[src/rtl/exec_ctrl.sv]
// exec_ctrl: execution sequencer between the debugger front panel and the
// KAPPA3-LIGHT core. It converts run/stop, step-phase and step-instruction
// button levels into the core's per-phase `run` enable. It stops only on
// instruction boundaries, except for halt and breakpoint stops, and reports
// why execution stopped.
//
// Optional feature macro: EXEC_CTRL_BREAKPOINT_EN
//   defined   : PC breakpoint compare at the fetch phase is active
//   undefined : no breakpoint; bp_addr / bp_enable are accepted but ignored
//
// Parameters:
//   LAST_PHASE     one-hot cstate value of the final phase of an instruction
//   FIRST_PHASE    one-hot cstate value of the fetch phase
//
// Ports:
//   clock          block clock (clock2 domain)
//   reset          synchronous, active-high
//   btn_run        synchronized run/stop toggle button level
//   btn_step_phase synchronized step-one-phase button level
//   btn_step_inst  synchronized step-one-instruction button level
//   cstate [3:0]   core phase, one-hot
//   halt           core halt request (level, held until the core stops)
//   pc [31:0]      core program counter
//   bp_addr [31:0] breakpoint address
//   bp_enable      breakpoint armed
//   run            core advances one phase in each cycle this is high
//   running        high while free-running or draining to a boundary
//   stop_cause[1:0] 00 none, 01 user, 10 halt, 11 breakpoint
//   inst_count[31:0] retired instruction counter (wraps)

module exec_ctrl #(
    parameter logic [3:0] LAST_PHASE  = 4'b1000,
    parameter logic [3:0] FIRST_PHASE = 4'b0001
) (
    input  logic        clock,
    input  logic        reset,
    input  logic        btn_run,
    input  logic        btn_step_phase,
    input  logic        btn_step_inst,
    input  logic [3:0]  cstate,
    input  logic        halt,
    input  logic [31:0] pc,
    input  logic [31:0] bp_addr,
    input  logic        bp_enable,
    output logic        run,
    output logic        running,
    output logic [1:0]  stop_cause,
    output logic [31:0] inst_count
);

    typedef enum logic [2:0] {
        S_IDLE   = 3'd0,
        S_RUN    = 3'd1,
        S_DRAIN  = 3'd2,
        S_STEP_P = 3'd3,
        S_STEP_I = 3'd4
    } state_t;

    localparam logic [1:0] CAUSE_NONE  = 2'b00;
    localparam logic [1:0] CAUSE_USER  = 2'b01;
    localparam logic [1:0] CAUSE_HALT  = 2'b10;
    localparam logic [1:0] CAUSE_BREAK = 2'b11;

    // Bit positions in the packed button vectors
    localparam int BTN_RUN    = 0;
    localparam int BTN_STEP_P = 1;
    localparam int BTN_STEP_I = 2;
    localparam int NUM_BTN    = 3;

    state_t              state_reg;
    state_t              state_next;
    logic [1:0]          cause_reg;
    logic [1:0]          cause_next;
    logic                resume_reg;
    logic                resume_next;
    logic                halt_reg;
    logic [31:0]         inst_count_reg;

    logic [NUM_BTN-1:0]  btn_level;
    logic [NUM_BTN-1:0]  btn_prev_reg;
    logic [NUM_BTN-1:0]  btn_edge_reg;

    logic                run_en;
    logic                bp_hit;
    logic                retire;

    assign btn_level = {btn_step_inst, btn_step_phase, btn_run};

    // ------------------------------------------------------------------
    // Registered rising-edge detectors. The previous-level register comes
    // out of reset high, so a button already held during reset must be
    // seen low once before it can produce an edge.
    // ------------------------------------------------------------------
    generate
        for (genvar gi = 0; gi < NUM_BTN; gi++) begin : g_edge
            always_ff @(posedge clock) begin
                if (reset) begin
                    btn_prev_reg[gi] <= 1'b1;
                    btn_edge_reg[gi] <= 1'b0;
                end else begin
                    btn_prev_reg[gi] <= btn_level[gi];
                    btn_edge_reg[gi] <= btn_level[gi] & ~btn_prev_reg[gi];
                end
            end
        end
    endgenerate

    // ------------------------------------------------------------------
    // Breakpoint compare. `resume` masks the compare for the first run
    // cycle after leaving IDLE so execution can restart from a PC that
    // equals the breakpoint address.
    // ------------------------------------------------------------------
`ifdef EXEC_CTRL_BREAKPOINT_EN
    assign bp_hit = bp_enable
                  && (cstate == FIRST_PHASE)
                  && (pc == bp_addr)
                  && !resume_reg
                  && ((state_reg == S_RUN) || (state_reg == S_DRAIN) || (state_reg == S_STEP_I));
`else
    assign bp_hit = 1'b0;
    logic unused_inputs;
    assign unused_inputs = ^{bp_enable, bp_addr, pc, FIRST_PHASE, resume_reg};
`endif

    // The breakpoint gates run in the hit cycle itself, so the fetch at
    // bp_addr never executes.
    assign run_en = (state_reg != S_IDLE) && !bp_hit;
    assign retire = run_en && (cstate == LAST_PHASE);

    // ------------------------------------------------------------------
    // State register
    // ------------------------------------------------------------------
    always_ff @(posedge clock) begin
        if (reset) begin
            state_reg      <= S_IDLE;
            cause_reg      <= CAUSE_NONE;
            resume_reg     <= 1'b0;
            halt_reg       <= 1'b0;
            inst_count_reg <= 32'd0;
        end else begin
            state_reg  <= state_next;
            cause_reg  <= cause_next;
            resume_reg <= resume_next;
            halt_reg   <= halt;
            if (retire) begin
                inst_count_reg <= inst_count_reg + 32'd1;
            end
        end
    end

    // ------------------------------------------------------------------
    // Next-state logic. Halt acts through its registered copy, so run
    // drops one cycle after halt is first sampled.
    // ------------------------------------------------------------------
    always_comb begin
        state_next  = state_reg;
        cause_next  = cause_reg;
        resume_next = resume_reg;

        // The first cycle that actually advances the core consumes resume.
        if (run_en) begin
            resume_next = 1'b0;
        end

        case (state_reg)
            S_IDLE: begin
                // Priority: run > step_inst > step_phase. A pending halt
                // swallows a run edge but never a step.
                if (btn_edge_reg[BTN_RUN]) begin
                    if (halt_reg) begin
                        cause_next = CAUSE_HALT;
                    end else begin
                        state_next  = S_RUN;
                        cause_next  = CAUSE_NONE;
                        resume_next = 1'b1;
                    end
                end else if (btn_edge_reg[BTN_STEP_I]) begin
                    state_next  = S_STEP_I;
                    cause_next  = CAUSE_NONE;
                    resume_next = 1'b1;
                end else if (btn_edge_reg[BTN_STEP_P]) begin
                    state_next  = S_STEP_P;
                    cause_next  = CAUSE_NONE;
                    resume_next = 1'b1;
                end
            end

            S_RUN: begin
                // Step edges are deliberately ignored while free-running.
                if (halt_reg) begin
                    state_next = S_IDLE;
                    cause_next = CAUSE_HALT;
                end else if (bp_hit) begin
                    state_next = S_IDLE;
                    cause_next = CAUSE_BREAK;
                end else if (btn_edge_reg[BTN_RUN]) begin
                    state_next = S_DRAIN;
                end
            end

            S_DRAIN, S_STEP_I: begin
                // Both finish the current instruction; run stays high
                // through the retire cycle inclusive.
                if (halt_reg) begin
                    state_next = S_IDLE;
                    cause_next = CAUSE_HALT;
                end else if (bp_hit) begin
                    state_next = S_IDLE;
                    cause_next = CAUSE_BREAK;
                end else if (retire) begin
                    state_next = S_IDLE;
                    cause_next = CAUSE_USER;
                end
            end

            S_STEP_P: begin
                // Exactly one run cycle per press.
                state_next = S_IDLE;
                cause_next = CAUSE_USER;
            end

            default: begin
                state_next = S_IDLE;
            end
        endcase
    end

    assign run        = run_en;
    assign running    = (state_reg == S_RUN) || (state_reg == S_DRAIN);
    assign stop_cause = cause_reg;
    assign inst_count = inst_count_reg;

endmodule
[config.mk]
export PLATFORM = sky130hd
export DESIGN_NAME = exec_ctrl
export DESIGN_NICKNAME = d
export VERILOG_FILES = /design/src/rtl/exec_ctrl.sv
export SDC_FILE = /design/constraint.sdc
export NUM_CORES = 1
export LEC_CHECK = 0
export BUFFER_PORTS_ARGS = -buffer_cell sky130_fd_sc_hd__buf_4
export CAP_MARGIN = 5
export CELL_PAD_IN_SITES_DETAIL_PLACEMENT = 0
export CELL_PAD_IN_SITES_GLOBAL_PLACEMENT = 1
export CORE_MARGIN = 4
export CORE_UTILIZATION = 28
export DETAILED_ROUTE_END_ITERATION = 10
export PLACE_DENSITY_LB_ADDON = 0.3
export REMOVE_ABC_BUFFERS = 1
export SYNTH_ARGS = -nofsm -noshare
export SYNTH_HDL_FRONTEND = slang
export SYNTH_SLANG_ARGS = --single-unit
[constraint.sdc]
create_clock -name clock -period 2.1 [get_ports clock]
set_clock_uncertainty 0.05 [all_clocks]
set_input_delay 0 -clock clock [delete_from_list [all_inputs] [get_ports clock]]
set_output_delay 0 -clock clock [all_outputs]
set_load 0.005 [all_outputs]
Yosys cells after proc, flatten, opt, wreduce, memory -nomap -nowiden
Index checks and enable logic that the tools add are counted.
{"block": "classes", "n_addsub": 1, "n_eq_ne": 10, "muxes": 17, "bitwise_logic": 6, "n_reduce_logical": 8}
{"operator": "adder 32 x 1 -> 32 bit (second input constant)", "count": 1}
{"operator": "2-to-1 mux 3 bit", "count": 8}
{"operator": "2-to-1 mux 2 bit", "count": 7}
{"operator": "!= test 3 bit (second input constant)", "count": 3}
{"operator": "one-hot mux 3 bit (3 select lines)", "count": 1}
{"operator": "one-hot mux 2 bit (4 select lines)", "count": 1}
{"operator": "AND reduction 4 bit", "count": 2}
{"operator": "equality test 3 x 2 -> 1 bit (second input constant)", "count": 2}
{"operator": "equality test 4 bit (second input constant)", "count": 1}
{"operator": "!= test 4 bit (second input constant)", "count": 1}
{"operator": "nonzero test 4 bit", "count": 1}
{"operator": "bitwise AND 1 bit", "count": 3}
{"operator": "equality test 3 x 1 -> 1 bit (second input constant)", "count": 1}
{"operator": "equality test 3 bit (second input constant)", "count": 1}
{"operator": "logical NOT 3 bit", "count": 1}
{"operator": "NOT 1 bit", "count": 3}
{"operator": "nonzero test 3 bit", "count": 1}
{"operator": "!= test 2 bit (second input constant)", "count": 1}
{"operator": "OR reduction 2 bit", "count": 1}
{"operator": "logical AND 1 bit", "count": 1}
{"operator": "logical OR 1 bit", "count": 1}
{"block": "word_totals", "regBits": 44, "inputBits": 75}

Logic depth before layout (Yosys ltp)
{"block": "depth", "word_depth": 5, "depth_mapped": 7, "depth_no_buf": 5}

Least setup slack after synthesis
Ideal clock, no wire load.
{"block": "synth_path", "path_type": "reg2reg", "startpoint": "reg inst_count_reg[6] (netlist: inst_count[6])", "endpoint": "reg inst_count_reg[31] (netlist: inst_count[31])", "setup_time_ps": 123, "arrival_ps": 1899, "required_time_ps": 1927, "setup_slack_ps": 27, "stages_incl_launch_ff": 7, "period_less_slack_ps": 2073, "path_cell_list": "dfxtp_1 -> nand4_1 -> or4_4 -> buf_6 -> buf_6 -> nor4_1 -> mux2_1"}
{"block": "synth_between", "elab_chain_len": 1}
{"item": "start, declared", "line_no": "77", "text": "logic [31:0] inst_count_reg;"}
{"item": "start signal, assigned", "line_no": "146", "text": "inst_count_reg <= inst_count_reg + 32'd1;"}
{"item": "adder 32 x 1 -> 32 bit", "line_no": "146"}
Every way passes these cells.
A chain may end at the register's enable or synchronous reset.

Worst setup path in the final report
{"block": "layout_path", "startpoint": "reg inst_count_reg[5] (netlist: inst_count[5])", "endpoint": "reg inst_count_reg[20] (netlist: inst_count[20])"}
Same word-level chain as after synthesis.

==> results.toml <==
[setup_path]
worstSetupPathType = "flip-flop to flip-flop"
reg2regPathDepth = 5
cpPeakStageDelay_ns = 0.62
critPathMaxFanout = 10
ff2ff_setup_slack_ns = 0.09
cp_num_buf_inv = 1
arrival_ns = 2.18
cp-end-kind = "flip-flop"
critPathTopFamily = "simple AND/OR/NAND/NOR gates"
r2r-start = "inst_count[5]$_SDFFE_PP0P_"
cpMaxStageDelayCell = "or4_4"
path_cells = "nand4_1, or4_4, buf_12, or4_1, a21oi_1"
start_kind = "flip-flop"
cp.required_ns = 2.27
critical_path_cell_count = 5
timing.rr.end = "inst_count[20]$_SDFFE_PP0P_"

[clocking]
ctsRootBufferMaster = "clkbuf_8"
clkSinkCount = 44
htree_levels = 2
clkLatencyLatePin_ns = 0.29
clk_path_buf_depth = 2
cts_made_buffers = 5
cts_tree = "built"
path_clk_slew_ns = 0.08

[power_and_ir_drop]
p_int_uw = 1183
pwr-share-seq = 0.558
swShare = 0.2300
irDropWorstVdd_mv = 0.2636
p_leak_uw = 0.001022
comb_power_share = 0.086
clkPwrFrac = 0.356
p_switching_uw = 353.5
pwr_density_cell_nw_per_um2 = 540.5

[route]
via_per_inst = 5.085
route.vias.total = 2090
drt-initial-drc-count = 102
ant_nets = 0
dr.pass1.iters = 4
wl_mm = 5.348
wl_per_cell_um = 13.01
drc = 0

[logic_synthesis]
synth_top_area_share = 0.4151
yosys_warnings = 0
ys_types = 43
ys_ff_latch = 44
synth_xor_area_frac = 0.02476
synth_compound_area_frac = 0.1893
synth_fa_ha_area_frac = 0.005896
syn_avg_cell_area_um2 = 8.557
synthTopCellsByArea = "dfxtp_1, a21oi_1, o31ai_1"
synthMuxAreaShare = 0.01002
synth-simple-area-share = 0.3013
synth_largest_area_cell = "dfxtp_1"
synth_top_family_by_area = "simple AND/OR/NAND/NOR gates"
synthesis.area_um2 = 2122
synthCells = 248
ys_seq_area_frac = 0.4151

[floorplan]
fp-row-count = 31
start_util = 0.2910
num_io_pins = 111
die_w_um = 95.06
core_um2 = 7292
die_area_um2 = 9035
chipHeight_um = 95.06

[sta]
fmax_mhz = 497.4
maxSlewViolCount = 0
finalSetupTns_ns = 0
tightest_slew_ns = 0.5046
period_share = 0.9574
rsz0062_at_grt = "false"
setup_viol_count_final = 0
post-route-min-period_ns = 2.011
max-slew-margin-rel = 0.6636
finalHoldViolCount = 0

[min_path]
worstHoldPathType = "input port to flip-flop"
min_to = "inst_count[13]$_SDFFE_PP0P_"
worstHoldPathCells = 5
min-delay-start = "cstate[1]"

[flow_run]
max_cap_violations = 0

[finish]
diodes = 0
final_common_cell = "buf_4"
largest_register_ffs = 32
nets = 387
drive_gt1_frac = 0.2853
layout_common_cells = "buf_4, dfxtp_1, a21oi_1"
area_growth_pct = 33.96
utilization = 0.3898

[global_routing]
antenna_found_initial = 0
grt_pass1_vias = 1926
grt_usage = 0.1227
grt_pass1_wl_mm = 8.887
grt_start_max_net_pins = 46
overflow = 0

[placed_design]
routabilityCongestion = 0.7602
dp.final_hpwl_mm = 3.616
numPortBuffers = 45

[outcome]
status = "finished clean"
[per-layer routing]
layer / routed length (µm) / GRT usage / vias up / share of wire
li1: - / - / 1057 / -
met1: 2584 / 0.1655 / 981 / 0.48
met2: 2444 / 0.1926 / 50 / 0.46
met3: 286 / 0.03157 / 2 / 0.053
met4: 32 / 0.03726 / 0 / 0.0060
met5: 0 / 0 / - / 0
[logic make-up (layout without fill, tap and decap cells)]
group / Yosys count / count (layout)
AND/OR/NAND/NOR: 103 / 103
AO/OA/AOI/OAI: 66 / 66
flip-flops: 44 / 44
buffers and inverters: 26 / 90
XOR/XNOR: 6 / 6
multiplexers: 2 / 2
adder cells (fa/ha/maj): 1 / 1
[what timing repair did]
| action | 4_1_cts | 5_1_grt |
|---|---|---|
| buffers inserted | 0 | 2 |
| gates resized for setup | 0 | 8 |
| hold endpoints to repair | 7 | 0 |
| hold buffers | 4 | 0 |
| endpoints found under the setup margin | 0 | 8 |
[stage by stage]
stage / power, µW / cells / area (µm²) / hold WS [ns] / setup WS [ns]
final: 1537 / 411 / 2843 / 0.07718 / 0.08949
after CTS: 1570 / 409 / 2808 / 0.07477 / 0.03255
after global placement: 1003 / 397 / 2678 / 0.1455 / 0.09254
after detailed placement: 1004 / 397 / 2678 / 0.1512 / 0.04745
after global routing: 1607 / 411 / 2843 / 0.1140 / 0.003016
after floorplan: 935.9 / 232 / 2046 / 0.01907 / 0.1168
[synth_stat cells, drive strengths merged]
library cell   n
nor3           2
ha             1
nor4           1
o31ai         17
a31oi          2
a22oi          2
nand3b         2
nand2b         3
or4           18
or3            8
nor2          15
a21oi         28
nand2          8
o21a           1
nor3b          5
nand4         11
nor4b          1
o21ai         10
dfxtp         44
xnor2          3
mux2i          1
nand3          9
a211oi         1
inv           10
a2111oi        1
a311oi         1
or2            4
mux2           1
o32ai          1
xor2           3
and2           5
buf            4
or4b           1
nor2b          3
and4           4
a32oi          1
clkbuf        12
o22ai          1
and3           3
[final cells by class]
cell class              count  area [µm²]
fillers                   771        4449
inverters                  10       37.54
clock buffers               8       90.09
multi-input cells         178        1139
repair buffers             72       566.8
flip-flops and latches     44       885.9
well taps                  99       123.9
[power groups by stage]
stage               clock [µW]  sequential [µW]  combinational, µW
global placement             0              877                126
finish                     547              857                133
CTS                        578              858                134
global route               597              859                151
detailed placement           0              877                128
floorplan                    0              880               55.7
[worst max path at each step]
| stage | to | from | slack (ns) |
|---|---|---|---|
| final | inst_count[20]$_SDFFE_PP0P_ | inst_count[5]$_SDFFE_PP0P_ | 0.09 |
| after global placement | inst_count[22]$_SDFFE_PP0P_ | inst_count[8]$_SDFFE_PP0P_ | 0.09 |
| after CTS | inst_count[21]$_SDFFE_PP0P_ | inst_count[8]$_SDFFE_PP0P_ | 0.03 |
| after floorplan | inst_count[31]$_SDFFE_PP0P_ | inst_count[6]$_SDFFE_PP0P_ | 0.12 |
| after detailed placement | inst_count[21]$_SDFFE_PP0P_ | inst_count[8]$_SDFFE_PP0P_ | 0.05 |
| after global routing | inst_count[26]$_SDFFE_PP0P_ | inst_count[5]$_SDFFE_PP0P_ | 0.003 |
[worst reg2reg max path, cell delays in order, from the launching register on]
cell,delay [ns]
dfxtp_2,0.33
nand4_1,0.13
or4_4,0.62
buf_12,0.17
or4_1,0.47
a21oi_1,0.18
Note: power is estimated with default switching activity, not from simulation.
